File: src/rtl/glb_host_dma.sv
// Host<->GLB DMA engine: streams a load job into GLB, kicks the accelerator, drains results back.
// Optional feature macro GLB_DMA_CHKSUM_EN adds a per-job 32-bit running checksum output.
module glb_host_dma #(
  parameter int DATA_SIZE = 32,
  parameter int LEN_BITS  = 16
) (
  input  logic                 clk,
  input  logic                 rst,
  input  logic                 cfg_valid,
  output logic                 cfg_ready,
  input  logic [31:0]          cfg_load_base,
  input  logic [31:0]          cfg_drain_base,
  input  logic [LEN_BITS-1:0]  cfg_load_len,
  input  logic [LEN_BITS-1:0]  cfg_drain_len,
  input  logic                 s_valid,
  output logic                 s_ready,
  input  logic [DATA_SIZE-1:0] s_data,
  output logic                 m_valid,
  input  logic                 m_ready,
  output logic [DATA_SIZE-1:0] m_data,
  output logic [3:0]           glb_we,
  output logic [3:0]           glb_re,
  output logic [31:0]          glb_w_addr,
  output logic [31:0]          glb_r_addr,
  output logic [DATA_SIZE-1:0] glb_w_data,
  input  logic [DATA_SIZE-1:0] glb_r_data,
  output logic                 acc_start,
  input  logic                 acc_done,
  output logic                 busy,
  output logic                 job_done
`ifdef GLB_DMA_CHKSUM_EN
  ,
  output logic [31:0]          chksum
`endif
);

  typedef enum logic [2:0] {IDLE, LOAD, KICK, WAIT, DRAIN, FINISH} state_t;

  state_t               state, state_nx;
  logic [31:0]          load_base, drain_base;
  logic [LEN_BITS-1:0]  load_len, drain_len;
  logic [LEN_BITS-1:0]  w_cnt, r_cnt, m_cnt;
  logic                 rd_inflight;
  logic [DATA_SIZE-1:0] fifo_mem [2];
  logic                 fifo_wp, fifo_rp;
  logic [1:0]           fifo_cnt;
  logic [1:0]           occ;
  logic [31:0]          w_off, r_off;
  logic                 accept, wr_beat, rd_issue, fifo_pop;

  assign w_off = 32'(w_cnt) << 2;
  assign r_off = 32'(r_cnt) << 2;
  // Buffered words plus the read in flight; a new read only goes out if a FIFO slot is guaranteed.
  assign occ   = fifo_cnt + {1'b0, rd_inflight};

  assign accept   = (state == IDLE) && cfg_valid && !rst;
  assign wr_beat  = (state == LOAD) && s_valid && !rst;
  assign rd_issue = (state == DRAIN) && !rst && (r_cnt != drain_len) && (occ < 2'd2);
  assign fifo_pop = m_valid && m_ready;

  assign cfg_ready  = rst || (state == IDLE);
  assign s_ready    = (state == LOAD) && !rst;
  assign acc_start  = (state == KICK) && !rst;
  assign busy       = (state != IDLE) && !rst;
  assign job_done   = (state == FINISH) && !rst;
  assign m_valid    = (fifo_cnt != 2'd0) && !rst;
  assign m_data     = m_valid ? fifo_mem[fifo_rp] : '0;
  assign glb_we     = wr_beat ? 4'hF : 4'h0;
  assign glb_w_addr = wr_beat ? load_base + w_off : 32'h0;
  assign glb_w_data = wr_beat ? s_data : '0;
  assign glb_re     = rd_issue ? 4'hF : 4'h0;
  assign glb_r_addr = rd_issue ? drain_base + r_off : 32'h0;

  always_comb begin
    state_nx = state;
    case (state)
      IDLE:   if (cfg_valid) state_nx = (cfg_load_len == '0) ? KICK : LOAD;
      LOAD:   if (wr_beat && (w_cnt == load_len - 1'b1)) state_nx = KICK;
      KICK:   state_nx = WAIT;
      WAIT:   if (acc_done) state_nx = (drain_len == '0) ? FINISH : DRAIN;
      DRAIN:  if (fifo_pop && (m_cnt == drain_len - 1'b1)) state_nx = FINISH;
      FINISH: state_nx = IDLE;
      default: state_nx = IDLE;
    endcase
  end

  always_ff @(posedge clk) begin
    if (rst) begin
      state       <= IDLE;
      load_base   <= '0;
      drain_base  <= '0;
      load_len    <= '0;
      drain_len   <= '0;
      w_cnt       <= '0;
      r_cnt       <= '0;
      m_cnt       <= '0;
      rd_inflight <= 1'b0;
      fifo_mem[0] <= '0;
      fifo_mem[1] <= '0;
      fifo_wp     <= 1'b0;
      fifo_rp     <= 1'b0;
      fifo_cnt    <= '0;
    end else begin
      state <= state_nx;
      if (accept) begin
        load_base  <= cfg_load_base;
        drain_base <= cfg_drain_base;
        load_len   <= cfg_load_len;
        drain_len  <= cfg_drain_len;
        w_cnt      <= '0;
        r_cnt      <= '0;
        m_cnt      <= '0;
      end
      if (wr_beat)  w_cnt <= w_cnt + 1'b1;
      if (rd_issue) r_cnt <= r_cnt + 1'b1;
      // GLB returns read data exactly one cycle after issue.
      rd_inflight <= rd_issue;
      if (rd_inflight) begin
        fifo_mem[fifo_wp] <= glb_r_data;
        fifo_wp           <= ~fifo_wp;
      end
      if (fifo_pop) begin
        fifo_rp <= ~fifo_rp;
        m_cnt   <= m_cnt + 1'b1;
      end
      fifo_cnt <= fifo_cnt + {1'b0, rd_inflight} - {1'b0, fifo_pop};
    end
  end

`ifdef GLB_DMA_CHKSUM_EN
  always_ff @(posedge clk) begin
    if (rst || accept) chksum <= '0;
    else chksum <= chksum + (wr_beat ? 32'(s_data) : 32'h0) + (fifo_pop ? 32'(m_data) : 32'h0);
  end
`endif

endmodule

File: config.mk
export PLATFORM = sky130hd
export DESIGN_NAME = glb_host_dma
export DESIGN_NICKNAME = d
export VERILOG_FILES = /design/src/rtl/glb_host_dma.sv
export SDC_FILE = /design/constraint.sdc
export NUM_CORES = 1
export LEC_CHECK = 0
export CAP_MARGIN = 20
export CORE_MARGIN = 2
export CORE_UTILIZATION = 51
export DETAILED_ROUTE_END_ITERATION = 7
export PLACE_DENSITY = 0.94
export SLEW_MARGIN = 20
export SYNTH_ARGS = -nofsm -noshare
export SYNTH_HDL_FRONTEND = slang
export SYNTH_SLANG_ARGS = --single-unit
File: constraint.sdc
create_clock -name clk -period 3.54 [get_ports clk]
set_input_delay 0.354 -clock clk [delete_from_list [all_inputs] [get_ports clk]]
set_output_delay 0.354 -clock clk [all_outputs]
set_load 0.01 [all_outputs]
# Word level (Yosys, flattened, before mapping)

Memory sizes are Yosys's and may differ from the RTL's. A register that Yosys moved wholly into a read port is not among the register bits.
Cells that the tools add are included.
W data, S select, Z words.

Register bits after elaboration: 152
Bits in latches: 0
RAM bits: 64
Bits in read-only memories: 0
Bits of input ports: 166
Output and inout bits: 142
Memories kept: 1

Memory list:

| memory   | depth | width | read ports | clocked after Yosys merged registers in | wr ports | line | text |
|---|---|---|---|---|---|---|---|
| fifo_mem | 2     | 32    | 1          | 1                                       | 2        | 44   | `logic [DATA_SIZE-1:0] fifo_mem [2];` |

$add $sub $neg: 9
$mul: 0
Div/mod/pow operators: 0
$lt $le $gt $ge: 1
Equality and inequality tests: 12
Shift-type cells: 0
Muxes and demuxes: 27
Bitwise operators: 2
Reductions and logical operators: 27

Operators with widths:

| kind                    | number |
|---|---|
| $mux W32                | 5 |
| $add A32 B18 Y32        | 2 |
| $mux W16                | 4 |
| $add A16 B1 Y16 const B | 3 |
| $eq A16 B16 Y1          | 2 |
| $logic_not A16 Y1       | 2 |
| $reduce_or A32 Y1       | 1 |
| $sub A16 B1 Y16 const B | 2 |
| $ne A16 B16 Y1          | 1 |
| $logic_and A1 B1 Y1     | 15 |
| $pmux W3 S5             | 1 |
| $mux W3                 | 4 |
| $mux W1                 | 10 |
| $mux W4                 | 2 |
| $reduce_bool A2 Y1      | 4 |
| $eq A3 B2 Y1 const B    | 2 |
| $eq A3 B3 Y1 const B    | 2 |
| $ne A2 B1 Y1 const B    | 2 |
| $ne A2 B2 Y1 const B    | 2 |
| $reduce_and A4 Y1       | 1 |
| $eq A3 B1 Y1 const B    | 1 |
| $logic_not A3 Y1        | 1 |
| $reduce_bool A3 Y1      | 1 |
| $add A2 B1 Y2           | 1 |
| other kinds (6)         | 7 |

# Depth between registers and ports, before layout

Gate-level depths: netlist of the first run.

Word-level depth: 6
Mapped depth: 11
Depth with buffers taken out: 10

# Worst setup path before layout of the first run

No wires, ideal clock.

Path type: register to output
Start: register r_cnt[0]
End: output glb_r_addr[26]
Arrival: 2.721 ns
Path slack: 0.465 ns
Stages on the path, launching flop included: 11
Buffers on the path: 0
Path through: dfxtp_1 ha_1 fa_1 a211oi_1 nor2_1 o221a_2 a211o_1 a41oi_1 nor3b_1 xnor2_1 nor2_1

Cells in the longest elaborated chain, start to end: 4
Elaborated cells between the ends (all ways): 5
Those cells by class: add/sub (1); eq/ne (1); mux (1); reduce/logical (2)

RTL lines:

| what                                                     | line | text |
|---|---|---|
| start, declared                                          | 42   | `logic [LEN_BITS-1:0] w_cnt, r_cnt, m_cnt;` |
| start signal, assigned                                   | 115  | `if (rd_issue) r_cnt <= r_cnt + 1'b1;` |
| branches (longest 3 deep; another with $add A32 B18 Y32) | -    |  |
| $mux W32 *                                               | 72   | `assign glb_r_addr = rd_issue ? drain_base + r_off : 32'h0;` |
| end, declared                                            | 24   | `output logic [31:0] glb_r_addr,` |

Mark *: on every way between the ends.

# Final worst setup path of the first run

Start: register r_cnt[1]
End: output glb_r_addr[21]

Same word-level chain as after synthesis.

==> summary.txt, run 1 <==
Outcome
  – Run status: finished with violations
  – Violations in the final reports: negative setup slack

Critical path
  – End of the worst register-to-register path: state[0]
  – Type of the setup path with the least slack: flop to primary output
  – Arrival @ worst endpoint: about 3200 ps
  – CP Launch Type: flop
  – Largest fanout on the critical path: 9
  – Critical path destination: glb_r_addr[21]
  – Req. time, crit path: ~3200 ps
  – Maximum single-stage delay on the critical path: 550 ps
  – Critical-path cell with the highest stage delay: sky130_fd_sc_hd__clkdlybuf4s50_1
  – Source of the critical timing path: r_cnt[1]
  – Cell chain of the critical path: ha_1 > a211oi_4 > o21ai_2 > a31oi_2 > a21oi_2 > o41ai_2 > buf_4 > nor3b_2 > xnor2_1 > nor2_1 > clkdlybuf4s50_1
  – Launch point of the worst reg-to-reg path: load_len[0]
  – Critical path endpoint category: primary output
  – Reg2reg setup slack: 700 ps
  – Worst Reg-to-Reg Cells: 10

Floorplan
  – Standard-cell row count: 57
  – Horizontal die dimension: about 160 µm
  – I/O pin total: 308
  – Total die area: around 26000 µm²
  – Area of the core region: 24320 µm²
  – Vertical extent of the die: ~160 µm
  – Initial Utilization: 0.5198

Synthesis
  – Top post-synthesis cells by area: sky130_fd_sc_hd__dfxtp_1, sky130_fd_sc_hd__edfxtp_1, sky130_fd_sc_hd__nand2_1
  – Dominant cell by count in the synthesized netlist: sky130_fd_sc_hd__nand2_1
  – Number of distinct standard cells referenced by the synthesized netlist: 69
  – Predominant post-synthesis flop cell: sky130_fd_sc_hd__dfxtp_1
  – Most used standard cells in the synthesized netlist: sky130_fd_sc_hd__nand2_1, sky130_fd_sc_hd__nor2_1, sky130_fd_sc_hd__dfxtp_1, sky130_fd_sc_hd__a21oi_1, sky130_fd_sc_hd__clkbuf_1
  – Number of flops mapped to enable cells by yosys: 64
  – Post-Syn Nets: roughly 1800
  – Number of synthesized register bits: between 200 and 250
  – Post-synth ARST share: 0
  – Sequential element share of the synthesized area: 0.3943
  – Post-Syn Area: 12640 µm²
  – Instance count of the mapped netlist: about 1500
  – Share of the synthesized area in the top cell type: 0.2423
  – Leading area contributor after synthesis: sky130_fd_sc_hd__dfxtp_1
  – Mean post-synth cell area: approximately 8.2 µm²
  – Number of warnings reported in the yosys synthesis log: 0

Route
  – DRC viols: 0
  – 1st-pass router iterations: 6
  – Avg Vias per Cell: 5.825
  – Iteration-0 DRC count of the detailed router: 1113
  – Via count of the routed design: roughly 13000
  – Final routed wire length divided by cell count: ~18 µm
  – Routed Antenna Nets: 0
  – Total routed wirelength: slightly below 40000 µm

Pwr
  – Leakage power total: 6.714 nW
  – Power density over the cells: roughly 430 nW/µm²
  – Proportion of power drawn by combinational gates: 0.246
  – Sequential share of power: 0.405
  – Switching part of the total power: 0.3077
  – Sw power: 2.264 mW
  – Largest voltage drop on the vdd net: 423.8 µV
  – Internal power: around 5.1 mW
  – Clk pwr share: 0.348

Clock network
  – Clock transition at path regs: 60 ps
  – H-tree levels: 1
  – TritonCTS clock tree: done
  – Maximum count of clock buffers along a single path: 3
  – Hold buffer count at CTS: 0
  – Library cell used as clock root buffer: sky130_fd_sc_hd__clkbuf_16
  – Insertion delay to the later sink of the worst-skew pair: 520 ps
  – Number of buffers added by the clock tree synthesis step: 25
  – TritonCTS Sinks: approximately 220

STA
  – Final hold violation count: 0
  – Worst setup margin: -40.18 ps
  – Max-slew violation count: 0
  – Tightest Pin Transition: 1013 ps
  – Post-route clock period utilization: 1.011
  – Setup clock skew after layout: roughly 11 ps
  – Worst slew margin: 0.3248
  – Max frequency: ~0.28 GHz
  – Clock period minus worst slack: 3580 ps
  – Setup repair after global routing missed its margin: true
  – Final setup violation count: 3

Placement
  – Worst slack, placed: roughly 49 ps
  – Post-detailed-placement half-perimeter wirelength: 26410 µm
  – Final weighted congestion in routability-driven placement: between 0.9 and 1
  – Total of buffers placed on input and output ports: slightly above 300
  – Number of cells after detailed placement: ~2100
  – Post-place instance area: between 15000 and 20000 µm²

Layout
  – Ant. Diodes: 0
  – Post-route standard cell area excluding fillers: about 17000 µm²
  – Share of post-route cells with drive strength above 1: 0.09842
  – Final instance count without filler cells: 2163
  – Count of filler cells inserted in the layout: 1706
  – Area Growth Syn to Fin: 35.52%
  – Layout net count: around 2000

Global route
  – Largest net degree at the start of global routing: 63
  – Number of global-route vias before repair: roughly 12000
  – Global-route wire length before repair: about 60000 µm
  – Number of antenna violations at the first check in global routing: 0
  – Total congestion overflow after global routing: 0
  – Aggregate global-route resource usage: 0.2760

Min path
  – Tightest Hold Check Type: input port to flop

Flow run
  – Max-capacitance violation count: 0
-- power groups by stage --
stage / Combinational [mW] / Sequential (mW) / Clock, mW
after floorplan: 1.24 / 2.91 / 0
after global placement: 1.66 / 3.00 / 0
after detailed placement: 1.74 / 3.01 / 0
after CTS: 1.77 / 2.97 / 2.59
after global routing: 1.98 / 3.01 / 2.68
final: 1.81 / 2.98 / 2.56
-- registers in the layout, indices dropped and copies added (netlist names), 2 cells and up, named ones only --
register    count
drain_base     32
drain_len      16
fifo_cnt        2
fifo_mem       64
load_base      32
load_len       16
m_cnt          16
r_cnt          16
state           3
w_cnt          16
-- cell usage in the layout, fill, tap and decap left out, drive strengths merged, types with 6 or more instances in the layout --
master / instances
xor2: 36
dlymetal6s2s: 13
o21ai: 46
nor3b: 10
clkinv: 10
a21oi: 148
clkbuf: 41
nor2: 163
nor4b: 6
ha: 39
nand2: 258
nor4: 16
a21o: 12
nor3: 32
nand3: 42
and3: 64
or3: 16
or4: 8
inv: 25
or2: 9
clkdlybuf4s50: 274
edfxtp: 64
xnor2: 71
o21bai: 6
a211oi: 14
mux2: 9
nand4: 15
buf: 48
dfxtp: 153
a31oi: 10
and2: 73
dlygate4sd2: 9
mux2i: 40
nor2b: 13
-- area by class of cell --
class | count | area (µm²) | share of cell area
inverters | 26 | 97.59 | 0.005696
multi-input cells | 1200 | 7420 | 0.4331
flip-flops and latches | 217 | 5011 | 0.2925
clock inverters | 11 | 115.1 | 0.006719
well taps | 324 | 405.4 | 0.02366
clock buffers | 34 | 710.7 | 0.04148
repair buffers | 351 | 3373 | 0.1969
-- what timing repair did --
item / 4_1_cts / 5_1_grt
cloned: 1 / 0
endpoints found under the setup margin: 38 / 35
pin swaps: 10 / 16
buffers inserted: 5 / 11
resized for setup: 65 / 65
-- critical path: cells and delay by family (launching register included) --
| kind | cells | cell delay (ps) |
|---|---|---|
| simple gates | 2 | 140 |
| fa+ha+maj | 1 | 330 |
| buf+inv | 2 | 780 |
| flops | 1 | 370 |
| xor+xnor | 1 | 120 |
| compound gates | 5 | 980 |
-- routing by layer --
layer  up-vias  wire length (µm)  track usage
met5         -                 0            0
met4         0              1283      0.09659
met3       133              2837      0.03672
met2       652             19650       0.5045
met1      5923             14700       0.3321
li1       5892                 -            -
-- logic make-up after synthesis --
logic type,synth area share
fa+ha+maj,0.04177
xor+xnor,0.07472
buf+inv,0.04295
compound gates,0.1254
mux,0.03969
flops,0.3943
simple gates,0.2812
-- stage by stage --
stage / TNS [ps] / hold WS, ps / power [mW] / utilization
final: -100.3 / 227.0 / 7.357 / 0.7045
after global routing: -585.2 / 236.4 / 7.667 / 0.7045
after CTS: 0 / 213.9 / 7.329 / 0.6949
after detailed placement: 0 / 452.1 / 4.754 / 0.6539
after global placement: 0 / 439.6 / 4.657 / 0.6539
after floorplan: 0 / 431.7 / 4.153 / -
-- how the worst min path moves through the flow --
stage / from / to / slack, ps / cells past startpoint
finish: rst / m_cnt[11] / 230 / 2
global route: rst / m_cnt[11] / 240 / 2
CTS: rst / m_cnt[11] / 210 / 2
detailed placement: drain_base[0] / drain_base[0] / 450 / 2
global placement: load_base[1] / load_base[1] / 440 / 2
floorplan: drain_base[0] / drain_base[0] / 430 / 2
(Power assumes the default switching activity.)
==> run 2, diff against run 1 <==
--- a/config.mk
+++ b/config.mk
@@ -6,10 +6,13 @@
 export NUM_CORES = 1
 export LEC_CHECK = 0
 export CAP_MARGIN = 20
+export CORE_ASPECT_RATIO = 1.2
 export CORE_MARGIN = 2
-export CORE_UTILIZATION = 51
+export CORE_UTILIZATION = 60
+export CTS_BUF_LIST = sky130_fd_sc_hd__clkbuf_8
 export DETAILED_ROUTE_END_ITERATION = 7
-export PLACE_DENSITY = 0.94
+export DONT_BUFFER_PORTS = 1
+export PLACE_DENSITY = 0.88
 export SLEW_MARGIN = 20
 export SYNTH_ARGS = -nofsm -noshare
 export SYNTH_HDL_FRONTEND = slang
==> summary.txt, run 2 (same netlist as run 1, synthesis figures left out) <==
Critical path
  – Largest fanout on the critical path: 5 (was 9)
  – Worst Reg-to-Reg Cells: 9 (was 10)
  – Type of the setup path with the least slack: flop to primary output (unchanged)
  – CP Launch Type: flop (unchanged)
  – End of the worst register-to-register path: r_cnt[12] (was state[0])
  – Arrival @ worst endpoint: 3210 ps (was 3230 ps)
  – Reg2reg setup slack: 500 ps (was 700 ps)
  – Critical path endpoint category: primary output (unchanged)
  – Launch point of the worst reg-to-reg path: r_cnt[4] (was load_len[0])
  – Req. time, crit path: 3190 ps (about the same)

Layout
  – Layout net count: 1807 (was 2028)
  – Largest register by flop count: fifo_mem (unchanged)
  – Most common cell after layout, fill and taps aside: sky130_fd_sc_hd__nand2_1 (was sky130_fd_sc_hd__clkdlybuf4s50_1)
  – Area Growth Syn to Fin: 15.42% (was 35.52%)
  – Most used cells in the layout excluding fill and tap cells: sky130_fd_sc_hd__nand2_1, sky130_fd_sc_hd__nor2_1, sky130_fd_sc_hd__dfxtp_1 (was sky130_fd_sc_hd__clkdlybuf4s50_1, sky130_fd_sc_hd__nand2_1, sky130_fd_sc_hd__nor2_1)
  – Post-route standard cell area excluding fillers: 14590 µm² (was 17130 µm²)
  – Final instance count without filler cells: 1904 (was 2163)
  – Number of flip-flops under the largest register name: 64 (unchanged)
  – Share of post-route cells with drive strength above 1: 0.09085 (was 0.09842)
  – Top Registers: fifo_mem x64, drain_base x32, load_base x32 (unchanged)
  – Post-layout utilization of the core: 0.7006 (was 0.7045)

Floorplan
  – Vertical extent of the die: 163.0 µm (was 161.4 µm)
  – Standard-cell row count: 58 (was 57)
  – Initial Utilization: 0.6070 (was 0.5198)
  – I/O pin total: 308 (unchanged)
  – Horizontal die dimension: 136.5 µm (was 161.4 µm)
  – Total die area: 22250 µm² (was 26060 µm²)
  – Area of the core region: 20830 µm² (was 24320 µm²)

Route
  – Avg Vias per Cell: 6.171 (was 5.825)
  – Routed Antenna Nets: 0 (unchanged)
  – DRC viols: 0 (unchanged)
  – Via count of the routed design: 11749 (was 12600)
  – 1st-pass router iterations: 6 (unchanged)
  – Iteration-0 DRC count of the detailed router: 1179 (was 1113)
  – Total routed wirelength: 35810 µm (was 38480 µm)
  – Final routed wire length divided by cell count: 18.81 µm (was 17.79 µm)

Clock network
  – H-tree levels: 2 (was 1)
  – Insertion delay to the later sink of the worst-skew pair: 540 ps (was 520 ps)
  – Clock transition at path regs: 60 ps (about the same)
  – Library cell used as clock root buffer: sky130_fd_sc_hd__clkbuf_8 (was sky130_fd_sc_hd__clkbuf_16)
  – TritonCTS Sinks: 217 (unchanged)
  – Maximum count of clock buffers along a single path: 3 (unchanged)
  – TritonCTS clock tree: done (unchanged)
  – Number of buffers added by the clock tree synthesis step: 38 (was 25)

STA
  – Tightest Pin Transition: 1001 ps (was 1013 ps)
  – Max frequency: 0.2806 GHz (was 0.2793 GHz)
  – Final Hold Slack: 28.75 ps (was 227.0 ps)
  – Clock period minus worst slack: 3563 ps (was 3580 ps)
  – Setup clock skew after layout: 27.97 ps (was 11.11 ps)
  – Max-slew violation count: 0 (unchanged)
  – Post-route clock period utilization: 1.007 (was 1.011)
  – Worst setup margin: -23.26 ps (was -40.18 ps)
  – Final setup violation count: 2 (was 3)
  – Worst slew margin: 0.3233 (was 0.3248)
  – Final hold violation count: 0 (unchanged)
  – Setup repair after global routing missed its margin: true (unchanged)
  – Final total negative setup slack: -25.81 ps (was -100.3 ps)

Global route
  – Largest net degree at the start of global routing: 151 (was 63)
  – Number of global-route vias before repair: 11160 (was 12165)
  – Aggregate global-route resource usage: 0.3055 (was 0.2760)
  – Global-route wire length before repair: 54860 µm (was 59670 µm)
  – Number of antenna violations at the first check in global routing: 3 (was 0)
  – Total congestion overflow after global routing: 0 (unchanged)

Placement
  – Total of buffers placed on input and output ports: 0 (was 307)
  – Number of cells after detailed placement: 1728 (was 2101)
  – Post-detailed-placement half-perimeter wirelength: 22150 µm (was 26410 µm)
  – Final weighted congestion in routability-driven placement: 0.9848 (was 0.9173)
  – Worst slack, placed: 454.4 ps (was 49.15 ps)
  – Post-place instance area: 12670 µm² (was 15900 µm²)

Min path
  – Tightest Hold Check Type: input port to flop (unchanged)
  – Worst Hold End: fifo_mem[0][16] (was m_cnt[11])
  – Hold Path Depth: 1 (was 2)
  – Startpoint of the lowest-slack hold path: glb_r_data[16] (was rst)

Pwr
  – Largest voltage drop on the vdd net: 398.6 µV (was 423.8 µV)
  – Leakage power total: 5.576 nW (was 6.714 nW)
  – Total power: 6.834 mW (was 7.357 mW)
  – Power density over the cells: 468.3 nW/µm² (was 429.4 nW/µm²)

Flow run
  – Max-capacitance violation count: 0 (unchanged)

Outcome
  – Run status: finished with violations (unchanged)
  – Violations in the final reports: negative setup slack (unchanged)
[run 2: how the worst max path moves through the flow]
stage / from / to / slack [ps] / depth (start not counted)
finish: r_cnt[0] / glb_r_addr[26] / -20 / 11
global route: r_cnt[2] / glb_r_addr[21] / -120 / 10
global placement: w_cnt[0] / glb_w_addr[22] / 520 / 10
detailed placement: w_cnt[0] / glb_w_addr[24] / 450 / 10
floorplan: r_cnt[0] / glb_r_addr[26] / 460 / 10
CTS: r_cnt[0] / glb_r_addr[26] / 8 / 11
[run 2: worst max-delay path: stages (launching register included)]
cell and delay (ps):
sky130_fd_sc_hd__dfxtp_4 360, sky130_fd_sc_hd__ha_4 170, sky130_fd_sc_hd__fa_2 380, sky130_fd_sc_hd__a211oi_2 240, sky130_fd_sc_hd__nor2_2 80, sky130_fd_sc_hd__o221a_4 240, sky130_fd_sc_hd__a211o_1 350, sky130_fd_sc_hd__a41oi_2 250
sky130_fd_sc_hd__buf_6 170, sky130_fd_sc_hd__nor3b_1 60, sky130_fd_sc_hd__xnor2_1 120, sky130_fd_sc_hd__nor2_1 220
[run 2: power breakdown]
part	internal [mW]	switching [mW]	total (mW)
combinational	0.622	0.992	1.61
clock	1.19	1.06	2.25
sequential	2.75	0.225	2.97
total	4.56	2.28	6.83
[run 2: timing repair]
action | 4_1_cts | 5_1_grt
endpoints found under the setup margin | 13 | 30
gates resized for setup | 7 | 35
buffers inserted | 0 | 7
pin swaps | 2 | 14
hold buffers | 94 | 0
hold endpoints to repair | 151 | 0
gates cloned | 0 | 1
[run 2: layer usage]
metal	up-vias	global-route usage	part of all wire
met5	-	0	0.00036
met4	2	0.1364	0.037
met3	128	0.07666	0.092
met2	647	0.5157	0.49
met1	5507	0.3653	0.38
li1	5465	-	-
[run 2: cell type report]
type / count / area, µm²
Timing Repair Buffer: 117 / 1132
Multi-Input combinational cell: 1200 / 7274
Sequential cell: 217 / 4994
Fill cell: 1423 / 6236
Inverter: 26 / 97.59
Clock buffer: 46 / 633.1
Clock inverter: 23 / 110.1
Tap cell: 270 / 337.8
Antenna cell: 5 / 12.51
